`config.mk`:
```
export PLATFORM = sky130hd
export DESIGN_NAME = shift_reg_burst
export DESIGN_NICKNAME = d
export VERILOG_FILES = /design/src/rtl/shift_reg_burst.sv
export SDC_FILE = /design/constraint.sdc
export NUM_CORES = 1
export LEC_CHECK = 0
export CAP_MARGIN = 20
export CORE_ASPECT_RATIO = 1.75
export CORE_MARGIN = 2
export CORE_UTILIZATION = 45
export CTS_CLUSTER_SIZE = 30
export DETAILED_ROUTE_END_ITERATION = 8
export GPL_ROUTABILITY_DRIVEN = 0
export GPL_TIMING_DRIVEN = 0
export PLACE_DENSITY_LB_ADDON = 0.25
export SYNTH_ARGS = -nofsm -noshare
export SYNTH_HDL_FRONTEND = slang
export SYNTH_SLANG_ARGS = --single-unit
export TNS_END_PERCENT = 1
```
`constraint.sdc`:
```
create_clock -name CLK -period 4.3 [get_ports CLK]
set_clock_uncertainty 0.1 [all_clocks]
set_input_delay 0.645 -clock CLK [delete_from_list [all_inputs] [get_ports CLK]]
set_output_delay 0.645 -clock CLK [all_outputs]
set_load 0.01 [all_outputs]
```
`src/rtl/shift_reg_burst.sv`:
```
// shift_reg_burst: parametrised universal shift register with counted burst engine.
// Supports hold, shift left, shift right and parallel load, plus a BUSY/DONE
// burst mode that shifts CNT times in a latched direction.
// Optional registered parity output is enabled by defining SHIFT_REG_BURST_PARITY_EN;
// without it PAR is tied low and no parity logic exists.
module shift_reg_burst #(
    parameter int WIDTH = 32,
    parameter int CNT_W = $clog2(WIDTH) + 1
) (
    input  logic             CLK,
    input  logic             RST,
    input  logic             EN,
    input  logic [1:0]       MODE,
    input  logic             SI_L,
    input  logic             SI_R,
    input  logic [WIDTH-1:0] PD,
    input  logic             START,
    input  logic [CNT_W-1:0] CNT,
    output logic [WIDTH-1:0] Q,
    output logic             SO_L,
    output logic             SO_R,
    output logic             BUSY,
    output logic             DONE,
    output logic             PAR
);

    localparam logic [CNT_W-1:0] CNT_ONE = CNT_W'(1);

    typedef enum logic {
        IDLE  = 1'b0,
        BURST = 1'b1
    } state_t;

    state_t           state;
    state_t           state_nxt;
    logic [WIDTH-1:0] q_r;
    logic [WIDTH-1:0] q_nxt;
    logic [WIDTH-1:0] q_shl;
    logic [WIDTH-1:0] q_shr;
    logic [CNT_W-1:0] rem;
    logic [CNT_W-1:0] rem_nxt;
    logic             dir;        // 0 = left, 1 = right
    logic             dir_nxt;
    logic             done_r;
    logic             done_nxt;
    logic             mode_shift;

    // Both shift candidates; serial inputs are taken live at the edge
    assign q_shl      = {q_r[WIDTH-2:0], SI_R};
    assign q_shr      = {SI_L, q_r[WIDTH-1:1]};
    assign mode_shift = (MODE == 2'b01) || (MODE == 2'b10);

    // State register: FSM state, shift data, burst count, direction and DONE pulse
    always_ff @(posedge CLK or posedge RST) begin
        if (RST) begin
            state  <= IDLE;
            q_r    <= '0;
            rem    <= '0;
            dir    <= 1'b0;
            done_r <= 1'b0;
        end else begin
            state  <= state_nxt;
            q_r    <= q_nxt;
            rem    <= rem_nxt;
            dir    <= dir_nxt;
            done_r <= done_nxt;
        end
    end

    // Next-state logic; DONE defaults low so it clears after one cycle even with EN=0
    always_comb begin
        state_nxt = state;
        q_nxt     = q_r;
        rem_nxt   = rem;
        dir_nxt   = dir;
        done_nxt  = 1'b0;
        if (EN) begin
            unique case (state)
                IDLE: begin
                    if (START) begin
                        if (mode_shift && (CNT != '0)) begin
                            // First shift happens on the accepting edge itself
                            dir_nxt = MODE[1];
                            q_nxt   = MODE[1] ? q_shr : q_shl;
                            rem_nxt = CNT - CNT_ONE;
                            if (CNT == CNT_ONE) begin
                                done_nxt = 1'b1;
                            end else begin
                                state_nxt = BURST;
                            end
                        end else begin
                            done_nxt = 1'b1;
                        end
                    end else begin
                        unique case (MODE)
                            2'b01:   q_nxt = q_shl;
                            2'b10:   q_nxt = q_shr;
                            2'b11:   q_nxt = PD;
                            default: q_nxt = q_r;
                        endcase
                    end
                end
                BURST: begin
                    q_nxt   = dir ? q_shr : q_shl;
                    rem_nxt = rem - CNT_ONE;
                    if (rem == CNT_ONE) begin
                        state_nxt = IDLE;
                        done_nxt  = 1'b1;
                    end
                end
                default: state_nxt = IDLE;
            endcase
        end
    end

    // Outputs derived from registered state only
    always_comb begin
        Q    = q_r;
        SO_L = q_r[WIDTH-1];
        SO_R = q_r[0];
        BUSY = (state == BURST);
        DONE = done_r;
    end

`ifdef SHIFT_REG_BURST_PARITY_EN
    logic par_r;

    // Parity tracks the value Q takes at this edge, so it is computed from q_nxt
    always_ff @(posedge CLK or posedge RST) begin
        if (RST) begin
            par_r <= 1'b0;
        end else if (EN) begin
            par_r <= ^q_nxt;
        end
    end

    assign PAR = par_r;
`else
    assign PAR = 1'b0;
`endif

    a_busy_done_excl : assert property (@(posedge CLK) disable iff (RST) !(BUSY && DONE));
    a_burst_rem_nz   : assert property (@(posedge CLK) disable iff (RST) (state == BURST) |-> (rem != '0));

endmodule

```
Word-level counts from Yosys, hierarchy flattened. Cells that the tools add are included.

Flip-flop bits (word level): 41. Input port bits: 46. Output and inout bits: 37. Logic and storage cells: 43.

$add $sub $neg: 2. Equal/unequal tests: 9. Multiplexer cells: 20. Bitwise operators: 1. Reductions and logical operators: 6.

Operator list (count): 32-bit two-way mux (4); 32-bit one-hot mux with 3 select lines (1); 32-bit one-hot mux with 2 select lines (1); 6-bit by 1-bit == test with 1-bit output, second input constant (2); 6-bit two-way mux (2); 6-bit one-hot mux with 2 select lines (1); 6-bit by 1-bit subtractor with 6-bit output, second input constant (2); 1-bit two-way mux (9); 3-bit AND reduction (2); 6-bit nonzero test (1); 5-bit by 4-bit inequality test with 1-bit output, second input constant (1); 2-bit == test, second input constant (2); 2-bit inequality test, second input constant (2); 1-bit one-hot mux with 2 select lines (2); 4-bit AND reduction (1); 3-bit inequality test, second input constant (1); 2-bit by 1-bit == test with 1-bit output, second input constant (1); 1-bit logical AND (1); 1-bit logical OR (1); 1-bit inverter (1).

Logic depth before layout (Yosys ltp). Gate-level depths: netlist of run 1.

Word-level depth: 7. Depth in mapped cells: 8.

Worst setup path after synthesis of run 1. No wires, ideal clock.

Path type: input-to-reg. Start: input MODE[1]. End: register q_r[19], in the netlist Q[19]. Library setup time: 0.125 ns. Arrival: 2.015 ns. Data required time: 4.075 ns. Setup slack: 2.060 ns. Stages on the path: 8. Buffers on the path: 2. Cells stage by stage: buf_4 inv_1 ha_1 nor3_1 o21ai_0 o21ai_4 buf_8 mux2_2.

Word-level cells in the longest chain between the ends: 5.

RTL lines: start: declaration (line 13) `input logic [1:0] MODE,`; parallel branches: the longest is 5 deep, another holds 32-bit one-hot mux with 3 select lines; end signal: assignment (line 63) `q_r <= q_nxt;`; end: declaration (line 36) `logic [WIDTH-1:0] q_r;`.

Parallel ways; which one is timed is not known. The select of a mux whose other input is x is not followed. A chain may end at the register's enable or synchronous reset.

Worst setup path after layout of run 1.
Start: input MODE[1]. End: register q_r[22], in the netlist Q[22].

Same word-level chain as after synthesis.

==> results of run 1 <==
## worst max path at each step
stage / cells past startpoint / endpoint / from
2_1_floorplan: 8 / Q[19]$_DFFE_PP0P_ / MODE[1]
3_3_place_gp: 9 / Q[21]$_DFFE_PP0P_ / MODE[1]
3_5_place_dp: 9 / Q[22]$_DFFE_PP0P_ / MODE[1]
4_1_cts: 9 / Q[8]$_DFFE_PP0P_ / MODE[1]
5_1_grt: 9 / Q[8]$_DFFE_PP0P_ / MODE[1]
6_report: 9 / Q[22]$_DFFE_PP0P_ / MODE[1]
## area by class of cell
| type | instances | share of cell area |
|---|---|---|
| clock buffers | 7 | 0.0310 |
| well taps | 88 | 0.0240 |
| multi-input cells | 273 | 0.488 |
| flip-flops and latches | 41 | 0.223 |
| repair buffers | 82 | 0.181 |
| inverters | 17 | 0.0139 |
| plain buffers | 33 | 0.0395 |
## kinds of logic after synthesis
kind of cell    count (synthesis)
compound gates                121
mux                            83
simple gates                   57
buf+inv                        50
flops                          41
fa+ha+maj                       8
xor+xnor                        3
other cells                     1
## layout by cell type, fill, tap and decap left out, types with 2 or more instances in the layout
cell type / count
nor3_1: 2
o221ai_1: 21
nor2_1: 4
clkbuf_16: 5
a22o_1: 25
xor2_1: 2
nor4_1: 2
a21oi_1: 23
or2_2: 2
o21ai_0: 7
buf_1: 5
mux2i_1: 33
buf_4: 4
dfrtp_1: 41
buf_6: 2
ha_1: 8
mux2_2: 50
inv_1: 16
o31ai_1: 5
a211oi_1: 6
nor2b_1: 3
clkdlybuf4s50_1: 81
clkbuf_1: 9
a21o_1: 2
nand3_1: 3
buf_2: 13
nand2b_1: 3
a222oi_1: 7
o22ai_1: 3
nand2_1: 28
a221oi_1: 7
a22oi_1: 7
or4_1: 2
## critical path, stage by stage
cell,delay [ps]
clkdlybuf4s50_1,630
buf_4,260
inv_1,80
ha_1,180
nor3_1,130
o21ai_0,160
o21ai_4,310
buf_6,210
mux2_2,350
## layer usage
| metal | track usage | up-vias | part of all wire |
|---|---|---|---|
| li1 | - | 1591 | - |
| met1 | 0.285 | 1695 | 0.38 |
| met2 | 0.457 | 137 | 0.55 |
| met3 | 0.0357 | 24 | 0.050 |
| met4 | 0.117 | 0 | 0.026 |
| met5 | 0 | - | 0 |
## power groups by stage
stage                     Clock (mW)  Sequential [mW]  Combinational [mW]
after global placement             0            0.857                1.60
after global routing           0.398            0.912                1.82
after detailed placement           0            0.870                1.64
after floorplan                    0            0.848                1.04
after CTS                      0.384            0.866                1.66
final                          0.382            0.878                1.66
## Yosys cell counts, types with 2 or more instances
cell and instances:
a22oi_1 7, mux2_2 50, a211oi_1 6, nor2b_1 3, ha_1 8, o31ai_1 5, inv_1 17, nand2b_1 3
o21ai_0 7, mux2i_1 33, a22o_1 25, a21o_1 2, nor3_1 2, nand2_1 28, nor4_1 2, nor2_1 4
dfrtp_1 41, a222oi_1 7, xor2_1 2, o221ai_1 21, clkbuf_1 8, o22ai_1 3, buf_6 2, a221oi_1 7
or4_1 2, or2_2 2, buf_1 5, buf_4 4, nand3_1 3, a21oi_1 23, buf_2 13
## per-stage QoR
step | power, mW | std cells | hold WS (ps) | utilization | instance area [µm²]
detailed placement | 2.51 | 534 | 427 | 0.588 | 4450
floorplan | 1.89 | 364 | 388 | - | 3510
finish | 2.92 | 541 | 468 | 0.607 | 4600
global route | 3.13 | 541 | 457 | 0.607 | 4600
global placement | 2.45 | 533 | 409 | 0.586 | 4430
CTS | 2.91 | 541 | 444 | 0.607 | 4600
## flip-flops by register name, summed over array words and instances, names as in the netlist
signal  cells
Q          32
rem         6
BUSY        1
DONE        1
dir         1
==> impl_metrics.py, run 1 <==
metrics = {
    "logic_synthesis": {
        "synth_nets": 418,
        "synthMuxAreaShare": 0.254,
        "synth_top_area_cell": "dfrtp_1",
        "avgSynthCellArea_um2": 9.65,
        "synthAdderAreaFrac": 0.0285,
        "synth_edf_count": 0,
        "syn_inst": 364,
        "yosysWarningCount": 0,
        "synth_top_family_by_area": "compound AO/OA/AOI/OAI gates",
        "synth_area_leaders": "dfrtp_1 (29%), mux2_2 (16%), mux2i_1 (9.4%)",
        "synth-seq-cells": 41,
        "yosys.area.top_type_share": 0.292,
        "yosys.cell_types.count": 50,
        "synthSimpleGateAreaFrac": 0.0841,
        "netlist_area_mm2": 0.00351,
        "synth_seq_area_share": 0.292,
        "synth_ff_type": "dfrtp_1",
        "synth_compound_area_frac": 0.263,
        "async_flop_share": 1.00,
        "synth_xor_area_frac": 0.00748,
    },
    "sta": {
        "tns_ps": 0,
        "grt_setup_unrepaired": "no",
        "period_needed_ps": 2880,
        "finalHoldViolations": 0,
        "setup_slack_ps": 1420,
        "setup_violations": 0,
        "slew_headroom": 0.597,
        "slew_violations": 0,
        "finalCritPeriodShare": 0.669,
        "tightest_slew_ps": 600,
        "fmax_ghz": 0.347,
    },
    "detailed_routing": {
        "first_pass_iters": 6,
        "ant_nets": 0,
        "viasPerCell": 6.37,
        "drt_first_iter_violations": 230,
        "drt-total-wl_um": 10500,
        "wl_per_cell_um": 19.4,
        "vias": 3447,
        "drc": 0,
    },
    "power_and_ir_drop": {
        "p_clk_frac": 0.131,
        "p_sw_mw": 1.18,
        "sequentialPowerShare": 0.301,
        "pwr-share-comb": 0.568,
        "p_per_area_mw_per_mm2": 635,
        "leakage_nw": 1.96,
        "netSwitchingFraction": 0.405,
        "ir_drop_mv": 0.323,
        "p_int_mw": 1.74,
    },
    "run_status": {
        "status": "finished, final reports clean",
    },
    "floorplan": {
        "die_area_mm2": 0.00855,
        "start_util": 0.464,
        "die-width_um": 70.8,
        "die_y_um": 121,
        "rows": 42,
        "ios": 83,
        "core_mm2": 0.00757,
    },
    "cts": {
        "cts_setup_buffers": 0,
        "cts_inserted_buffers": 5,
        "cts_tree": "yes",
        "clock-sinks": 41,
        "cts_resized": 0,
        "clock_latency_ps": 290,
        "cts_buffer_depth": 2,
        "cts_root_buf": "clkbuf_16",
        "cts_hold_buf": 0,
        "htreeDepth": 2,
        "cts.clk_slew.worst_paths_ps": 60,
    },
    "worst_setup_path": {
        "arrival_ps": 2950,
        "reg2reg_depth": 5,
        "path_max_fanout": 10,
        "critPathLaunchType": "input pin",
        "r2r_end": "Q[7]$_DFFE_PP0P_",
        "criticalPathCategory": "in -> reg",
        "cp.required_ps": 4370,
        "r2r-start": "BUSY$_DFFE_PP0P_",
        "r2r_setup_slack_ps": 2200,
        "cp-end-kind": "register",
    },
    "place": {
        "place_hpwl_um": 7640,
        "preCtsSetupSlack_ps": 1130,
        "port_buffers": 81,
    },
    "grt": {
        "grt_usage": 0.252,
        "antenna_found_initial": 0,
        "grt_max_degree": 37,
        "grt_pass1_vias": 3493,
        "grt_overflow": 0,
        "grt_pass1_wl_um": 17400,
    },
    "final_layout": {
        "final-seq-area_mm2": 0.00103,
        "diodes": 0,
        "n_fill_cell": 701,
        "syn2layout_area_growth_pct": 30.9,
        "multiInputGateArea_mm2": 0.00224,
        "nets": 507,
        "drive_gt1_frac": 0.188,
    },
    "min_path": {
        "holdCritPathClass": "in -> async",
    },
    "flow_run": {
        "drv_cap": 0,
    },
}
Note: power is estimated with default switching activity, not from simulation.
==> run 2, diff against run 1 <==
==> constraint.sdc (replaced) <==
create_clock -name CLK -period 2.72 [get_ports CLK]
set_clock_uncertainty 0.1 [all_clocks]
set_input_delay 0.408 -clock CLK [delete_from_list [all_inputs] [get_ports CLK]]
set_output_delay 0.408 -clock CLK [all_outputs]
set_load 0.01 [all_outputs]
==> impl_metrics.py, run 2 (synthesized netlist as in run 1, its figures left out) <==
metrics = {
    "run_status": {
        "status": "finished, final reports clean",
    },
    "sta": {
        "finalHoldWorstSlack_ps": 230,
        "setup_violations": 0,
        "period_needed_ps": 2610,
        "tns_ps": 0,
        "finalCritPeriodShare": 0.959,
        "tightest_slew_ps": 614,
        "grt_setup_unrepaired": "no",
        "slew_headroom": 0.589,
        "fmax_ghz": 0.383,
        "finalHoldViolations": 0,
        "slew_violations": 0,
    },
    "worst_setup_path": {
        "timing.critical_path.slowest_cell_delay_ps": 630,
        "path_cells": "clkdlybuf4s50_1, buf_4, inv_1, ha_1, nor3_1, o21ai_0, o21ai_4, buf_6, mux2_2",
        "reg2reg_depth": 5,
        "cp-end-kind": "register",
        "cp.required_ps": 2790,
        "path_max_fanout": 10,
        "r2r_end": "Q[7]$_DFFE_PP0P_",
        "crit_slowest_cell": "clkdlybuf4s50_1",
        "arrival_ps": 2680,
        "critPathLaunchType": "input pin",
        "r2r-start": "BUSY$_DFFE_PP0P_",
        "r2r_setup_slack_ps": 620,
        "criticalPathCategory": "in -> reg",
    },
    "final_layout": {
        "largest_reg_flops": 32,
        "diodes": 0,
        "nets": 509,
        "final-seq-area_mm2": 0.00103,
        "multiInputGateArea_mm2": 0.00224,
        "drive_gt1_frac": 0.193,
        "n_fill_cell": 702,
        "syn2layout_area_growth_pct": 31.3,
        "mostFrequentLayoutCells": "clkdlybuf4s50_1 (81), mux2_2 (50), dfrtp_1 (41), mux2i_1 (33), nand2_1 (28)",
        "layout_commonest_cell": "clkdlybuf4s50_1",
    },
    "grt": {
        "grt_max_degree": 37,
        "grt_usage": 0.252,
        "antenna_found_initial": 0,
        "grt_pass1_wl_um": 17400,
        "grt_overflow": 0,
        "grt_pass1_vias": 3493,
    },
    "cts": {
        "cts_hold_buf": 0,
        "clock-sinks": 41,
        "cts_root_buf": "clkbuf_16",
        "cts_tree": "yes",
        "cts_inserted_buffers": 5,
        "htreeDepth": 2,
        "cts.clk_slew.worst_paths_ps": 60,
        "clock_latency_ps": 290,
        "cts_buffer_depth": 2,
    },
    "power_and_ir_drop": {
        "leakage_nw": 1.97,
        "p_clk_frac": 0.131,
        "netSwitchingFraction": 0.404,
        "sequentialPowerShare": 0.301,
        "ir_drop_mv": 0.508,
        "p_int_mw": 2.75,
        "p_per_area_mw_per_mm2": 1000,
        "p_sw_mw": 1.86,
        "pwr-share-comb": 0.568,
    },
    "floorplan": {
        "rows": 42,
        "die_area_mm2": 0.00855,
        "die_y_um": 121,
        "die-width_um": 70.8,
        "start_util": 0.464,
        "core_mm2": 0.00757,
        "ios": 83,
    },
    "detailed_routing": {
        "dr.max_layer_used": "met4",
        "wl_per_cell_um": 19.2,
        "wl_met1_um": 3870,
        "met2_length_um": 5760,
        "met3WireLength_um": 538,
        "drc": 0,
        "drt-total-wl_um": 10400,
        "ant_nets": 0,
        "vias": 3457,
        "viasPerCell": 6.37,
        "first_pass_iters": 6,
        "drt_first_iter_violations": 238,
    },
    "place": {
        "place_hpwl_um": 7640,
        "port_buffers": 81,
    },
    "flow_run": {
        "drv_cap": 0,
    },
    "min_path": {
        "holdCritPathClass": "in -> async",
    },
}
-- run 2: cell count changes in the layout (fill, tap and decap cells not counted) --
cell	before	now
clkbuf_2	0	1
clkbuf_1	9	8
buf_4	4	6
-- run 2: worst max-delay path: cells and delay by family --
| family | cells | cell delay [ps] |
|---|---|---|
| and+or+nand+nor | 1 | 130 |
| adders and majority gates | 1 | 180 |
| muxes | 1 | 350 |
| AOI/OAI and AO/OA | 2 | 440 |
| buffers and inverters | 4 | 1170 |
-- run 2: area by class of cell --
type,count,share of cell area
inverter,17,0.0138
sequential,41,0.222
clock buffer,7,0.0309
multi-input combinational,273,0.486
tap,88,0.0239
buffer,33,0.0396
timing repair buffer,84,0.183
-- run 2: how the worst max path moves through the flow --
stage,from,end,slack [ps],cells past startpoint
floorplan,MODE[1],Q[19]$_DFFE_PP0P_,720,8
global placement,MODE[1],Q[21]$_DFFE_PP0P_,-210,9
detailed placement,MODE[1],Q[22]$_DFFE_PP0P_,-210,9
CTS,MODE[1],Q[8]$_DFFE_PP0P_,90,9
global route,MODE[1],Q[8]$_DFFE_PP0P_,5,9
finish,MODE[1],Q[8]$_DFFE_PP0P_,110,9
-- run 2: repair_timing --
| item | in CTS | in global routing |
|---|---|---|
| endpoints found under the setup margin | 0 | 23 |
| buffers inserted | 0 | 2 |
| endpoints found under the hold margin | 0 | 0 |
| gates resized for setup | 0 | 2 |
-- run 2: power by group through the flow --
stage / clock network (mW) / logic, mW / registers, mW
global placement: 0 / 2.52 / 1.35
finish: 0.605 / 2.62 / 1.39
floorplan: 0 / 1.65 / 1.34
CTS: 0.607 / 2.62 / 1.37
global route: 0.629 / 2.88 / 1.44
detailed placement: 0 / 2.60 / 1.37
-- run 2: layer usage --
metal / global-route usage / vias up
li1: - / 1595
met1: 0.285 / 1692
met2: 0.457 / 144
met3: 0.0357 / 26
met4: 0.117 / 0
met5: 0 / -
-- run 2: metrics by stage --
stage	std cells	utilization	setup slack (ps)	instance area, µm²	total power [mW]
3_5_place_dp	534	0.588	-213	4450	3.98
2_1_floorplan	364	-	717	3510	2.99
5_1_grt	543	0.609	4.84	4610	4.95
6_report	543	0.609	111	4610	4.61
3_3_place_gp	533	0.586	-211	4430	3.88
4_1_cts	541	0.607	86.7	4600	4.60
==> edit 1 (flow settings as in run 2) <==
Build with the macro `SHIFT_REG_BURST_PARITY_EN` defined.
--- a/src/rtl/shift_reg_burst.sv
+++ b/src/rtl/shift_reg_burst.sv
@@ -3,6 +3,8 @@
 // burst mode that shifts CNT times in a latched direction.
 // Optional registered parity output is enabled by defining SHIFT_REG_BURST_PARITY_EN;
 // without it PAR is tied low and no parity logic exists.
+`define SHIFT_REG_BURST_PARITY_EN
+
 module shift_reg_burst #(
     parameter int WIDTH = 32,
     parameter int CNT_W = $clog2(WIDTH) + 1
Formal check against the unedited RTL: not equivalent (Yosys sat finds a counterexample within 4 cycles, from zero or initial values and one cycle with RST high).
==> edit 1 against run 2 <==
The run now ends with setup timing left. Worst setup slack worse by 780 ps. Power up 60%. Cell area up 26%. Worst hold slack better by 7.5 ps. Sequential cell count up 1. Sequential share of layout area down 4.2 points. Wire length up 49%. Area after synthesis up 19%. Critical endpoint is now PAR. Largest power group unchanged.
==> edit 1: results (changes against run 2) <==
Setup ws final: -673.0 ps (-783.9 ps)
RR Startpoint: dir
HPWL after detailed placement: 10,990 µm (+44%)
Number of port buffers: 80 (-1.2%)
Peak VDD IR: 1.253 mV (+150%)
Failing checks: setup timing
Post-Route Setup TNS: -673.0 ps (-673.0 ps)
CP Max Fanout: 5 (-5)
Outcome: finished with violations
First-pass GRT wire length: 24,430 µm (+41%)
R2r endpoint: PAR
Vias/cell: 6.666 (+4.7%)
Biggest cell delay along the critical path: 460 ps (-170 ps)
Final wirelength: 15,600 µm (+49%)
Sequential cell area fraction in the yosys report: 25.25% (-4.0 points)
Largest net degree at the start of global routing: 35 (-5.4%)
Syn Inst Count: 460 (+26%)
Leak: 0.002402 µW (+22%)
# setup viols final: 1 (+1)
Vias in the first global route: 4,638 (+33%)
Synth top cells by count: dfrtp_1 (42), nand2_1 (41), mux2i_1 (36)
First-pass DRT Iterations: 7 (+1)
Placed cells: 661 (+24%)
Flop2flop setup slack: -640 ps (-1260 ps)
Synth top area cells: dfrtp_1 (25%), mux2i_1 (8.7%), a222oi_1 (5.5%)
Rel. slew slack: 50.18% (-8.7 points)
Total number of vias: 4,653 (+35%)
Reg2reg path depth: 10 (+5)
Worst path arrival time: 3510 ps (+830 ps)
Placed Area: 5248 µm² (+18%)
==> edit 1: changes by cell type in the layout (fill, tap and decap cells not counted), moves of 7 or more <==
cell                    run 2  this run
mux2_2                     50        18
a221o_1                     0         7
o221ai_1                   21         0
clkdlybuf4s50_1            81        73
a22o_1                     25         5
o22ai_1                     3        17
buf_4                       6        33
xnor2_1                     1        17
nand2_1                    28        39
a21oi_1                    23        16
nor2_1                      4        18
o21ai_0                     7        26
a222oi_1                    7        23
==> edit 1: timing repair <==
| action | CTS | global route |
|---|---|---|
| gates resized for setup | 49 | 6 |
| buffers inserted | 28 | 1 |
| gates cloned | 0 | 0 |
| setup endpoints to repair | 34 | 7 |
| pin swaps | 16 | 2 |
==> edit 1: metrics by stage <==
step                      setup WS, ps  hold WS (ps)  utilization, %  power [µW]
after CTS                       -630.6         248.8           64.18        7242
after global placement           -1806         402.2           57.85        6219
after global routing            -775.3         279.1           64.36        7730
after detailed placement         -1884         412.2           58.07        6340
final                           -673.0         237.7           64.36        7369
after floorplan                 -712.3         411.4               -        4837
==> edit 1: power by group <==
group	internal (µW)	leakage, µW	switching (µW)
Combinational	2740	0.00182	2320
Sequential	932	0.000490	554
Clock	529	0.0000940	287
==> edit 1: worst max-delay path, delay by kind of cell <==
kind | cells | cell delay (ps)
AND/OR/NAND/NOR | 2 | 160
XOR/XNOR | 4 | 1520
AO/OA/AOI/OAI | 3 | 590
buffers and inverters | 6 | 620
adder cells (fa/ha/maj) | 1 | 220
==> edit 1: logic make-up (layout without fill, tap and decap cells) <==
family / count (synthesis) / count (layout) / share of synthesized area (%)
DFF: 42 / 42 / 25.25
xor gates and xnor gates: 30 / 30 / 8.326
AOI/OAI and AO/OA: 167 / 167 / 31.95
and+or+nand+nor: 84 / 84 / 9.559
muxes: 54 / 54 / 13.53
adders and majority gates: 9 / 9 / 2.705
buffers and inverters: 74 / 192 / 8.686
==> edit 1: cell type report <==
class	instances	area, µm²
multi-input cells	344	2907
inverters	27	115.1
clock inverters	3	68.82
repair buffers	110	1040
flip-flops and latches	42	1051
fillers	731	3221
plain buffers	47	359.1
well taps	120	150.1
clock buffers	5	125.1
==> edit 1: worst min path at each step <==
stage	to	slack [ps]	cells after the start
2_1_floorplan	rem[0]	410	2
3_3_place_gp	PAR	400	2
3_5_place_dp	PAR	410	2
4_1_cts	Q[23]	250	2
5_1_grt	Q[23]	280	2
6_report	Q[26]	240	2
==> edit 1: layer usage <==
layer | global-route usage [%] | routed length (µm)
met1 | 34.33 | 5244
met2 | 52.92 | 7942
met3 | 4.533 | 1413
met4 | 18.59 | 1003
met5 | 0 | 0
==> edit 2 (flow settings as in run 2) <==
Made on the original files. Take the reset off `q_r` and load it in a clocked block of its own.
--- a/src/rtl/shift_reg_burst.sv
+++ b/src/rtl/shift_reg_burst.sv
@@ -54,17 +54,19 @@
     always_ff @(posedge CLK or posedge RST) begin
         if (RST) begin
             state  <= IDLE;
-            q_r    <= '0;
             rem    <= '0;
             dir    <= 1'b0;
             done_r <= 1'b0;
         end else begin
             state  <= state_nxt;
-            q_r    <= q_nxt;
             rem    <= rem_nxt;
             dir    <= dir_nxt;
             done_r <= done_nxt;
         end
+    end
+
+    always_ff @(posedge CLK) begin
+        q_r <= q_nxt;
     end
 
     // Next-state logic; DONE defaults low so it clears after one cycle even with EN=0
Function: changed (Yosys sat finds a counterexample within 4 cycles, from zero or initial values and one cycle with RST high).
==> edit 2 against run 2 <==
Synthesized cell count fell by 5.5%. Cell area fell by 0.92%. Wire length fell by 7.9%. Worst setup slack improved by 49 ps. Area after synthesis fell by 1.9%. Maximum frequency rose by 1.9%. Sequential cell count did not move. Worst hold slack improved by 67 ps. Power rose by 1.1%. Critical endpoint is now Q[19]. Largest cell class unchanged.
==> edit 2: results (changes against run 2) <==
Max reg flops: 32 (unchanged)
Leak: 0.001791 µW (-9.3%)
Hold Path Class: in -> async
Critical Path End: Q[19]
CP Max Fanout: 17 (+7)
Fraction of layout cells with a size suffix above 1: 7.339% (-12 points)
Global Route Usage Sum: 23.12% (-2.1 points)
Vias in the first global route: 3,145 (-10%)
Initial antenna violation count: 0 (unchanged)
Outcome: completed
Crit. Startpoint: MODE[1]
ANT cells: 0 (unchanged)
Synth top cells by count: mux2i_1 (65), o21ai_0 (37), a211oi_1 (33), a22o_1 (33)
Synth cell types: 40 (-20%)
Main synth FF type: edfxtp_1
First-pass GRT wire length: 15,620 µm (-10%)
DRT iter0 DRCs: 192 (-19%)
Peak VDD IR: 0.5409 mV (+6.4%)
EDFF count, synth: 32 (+32)
Total number of vias: 3,209 (-7.2%)
HPWL after detailed placement: 6832 µm (-11%)
Reg2reg path depth: 7 (+2)
Rel. slew slack: 50.50% (-8.4 points)
Final wirelength: 9626 µm (-7.9%)
Number of port buffers: 81 (unchanged)
Clock Root Buffer: clkbuf_16
CTS Buffer Depth: 2 (unchanged)
Yosys warning count: 0 (unchanged)
Nets: 489 (-3.9%)
Synth top area cells: edfxtp_1 (28%), mux2i_1 (19%), a22o_1 (8.4%)
Placed Area: 4409 µm² (-0.98%)
H-tree levels: 2 (unchanged)
Ys async rst share: 21.95% (-78 points)
Flop2flop setup slack: 640 ps (+20 ps)
Cts bufs inserted: 5 (unchanged)
Post-Syn Nets: 398 (-4.8%)
Sequential cell area fraction in the yosys report: 34.41% (+5.2 points)
Worst-path clk slew: 60 ps (about the same)
Clk_lat worst skew: 290 ps (about the same)
First-pass DRT Iterations: 5 (-1)
RR Startpoint: BUSY
# fillers: 662 (-5.7%)
Largest net degree at the start of global routing: 18 (-51%)
-- edit 2: repair_timing --
| item | CTS | global route |
|---|---|---|
| pin swaps | 1 | 0 |
| endpoints found under the hold margin | 0 | 0 |
| gates cloned | 0 | 0 |
| buffers inserted | 2 | 0 |
| gates resized for setup | 1 | 2 |
| endpoints found under the setup margin | 32 | 32 |
-- edit 2: final cells by class --
cell class                 count  area [µm²]  area share (%)
buffer                        38       168.9           3.697
clock inverter                 3       17.52          0.3834
timing repair buffer          84       853.3           18.67
multi-input combinational    256        2074           45.40
sequential                    41        1186           25.96
inverter                       9       33.78          0.7393
tap                           88       110.1           2.410
clock buffer                   5       125.1           2.738
-- edit 2: cells by family after synthesis --
kind of cell | share of synthesized area [%]
mux | 19.53
flops | 34.41
xor+xnor | 0.5083
fa+ha+maj | 2.904
other cells | 0.1088
compound gates | 32.38
buf+inv | 5.808
simple gates | 4.356
-- edit 2: layer usage --
metal  up-vias  part of all wire, %  track usage, %
li1       1555                    -               -
met1      1550                   41           28.22
met2        93                   53           40.83
met3        11                  4.2           2.939
met4         0                  1.6           9.135
met5         -                    0               0
-- edit 2: how the worst min path moves through the flow --
| stage | startpoint | to | depth (start not counted) |
|---|---|---|---|
| 2_1_floorplan | RST | BUSY | 1 |
| 3_3_place_gp | rem[5] | rem[5] | 1 |
| 3_5_place_dp | rem[5] | rem[5] | 1 |
| 4_1_cts | RST | DONE | 2 |
| 5_1_grt | RST | dir | 2 |
| 6_report | RST | rem[0] | 2 |
-- edit 2: power by group --
part / internal [µW] / switching [µW] / total (µW)
combinational: 1280 / 1060 / 2350
clock: 337 / 255 / 592
sequential: 1170 / 554 / 1730
-- edit 2: per-stage QoR --
step           std cells  setup WS (ps)  hold WS, ps  utilization (%)  power [µW]
6_report             524          160.0        297.1            60.81        4664
4_1_cts              524          58.38        310.3            60.79        4679
5_1_grt              524          46.91        331.8            60.81        4992
3_5_place_dp         514         -760.5        397.7            58.67        4078
2_1_floorplan        344          137.3        135.9                -        3015
3_3_place_gp         513          -1071        385.6            58.31        3988
-- edit 2: worst max-delay path, stage by stage --
cell and delay (ps):
clkdlybuf4s50_1 520, buf_2 230, buf_2 320, inv_1 80
ha_1 180, nor3_1 310, o31ai_4 120, buf_4 170
buf_16 150
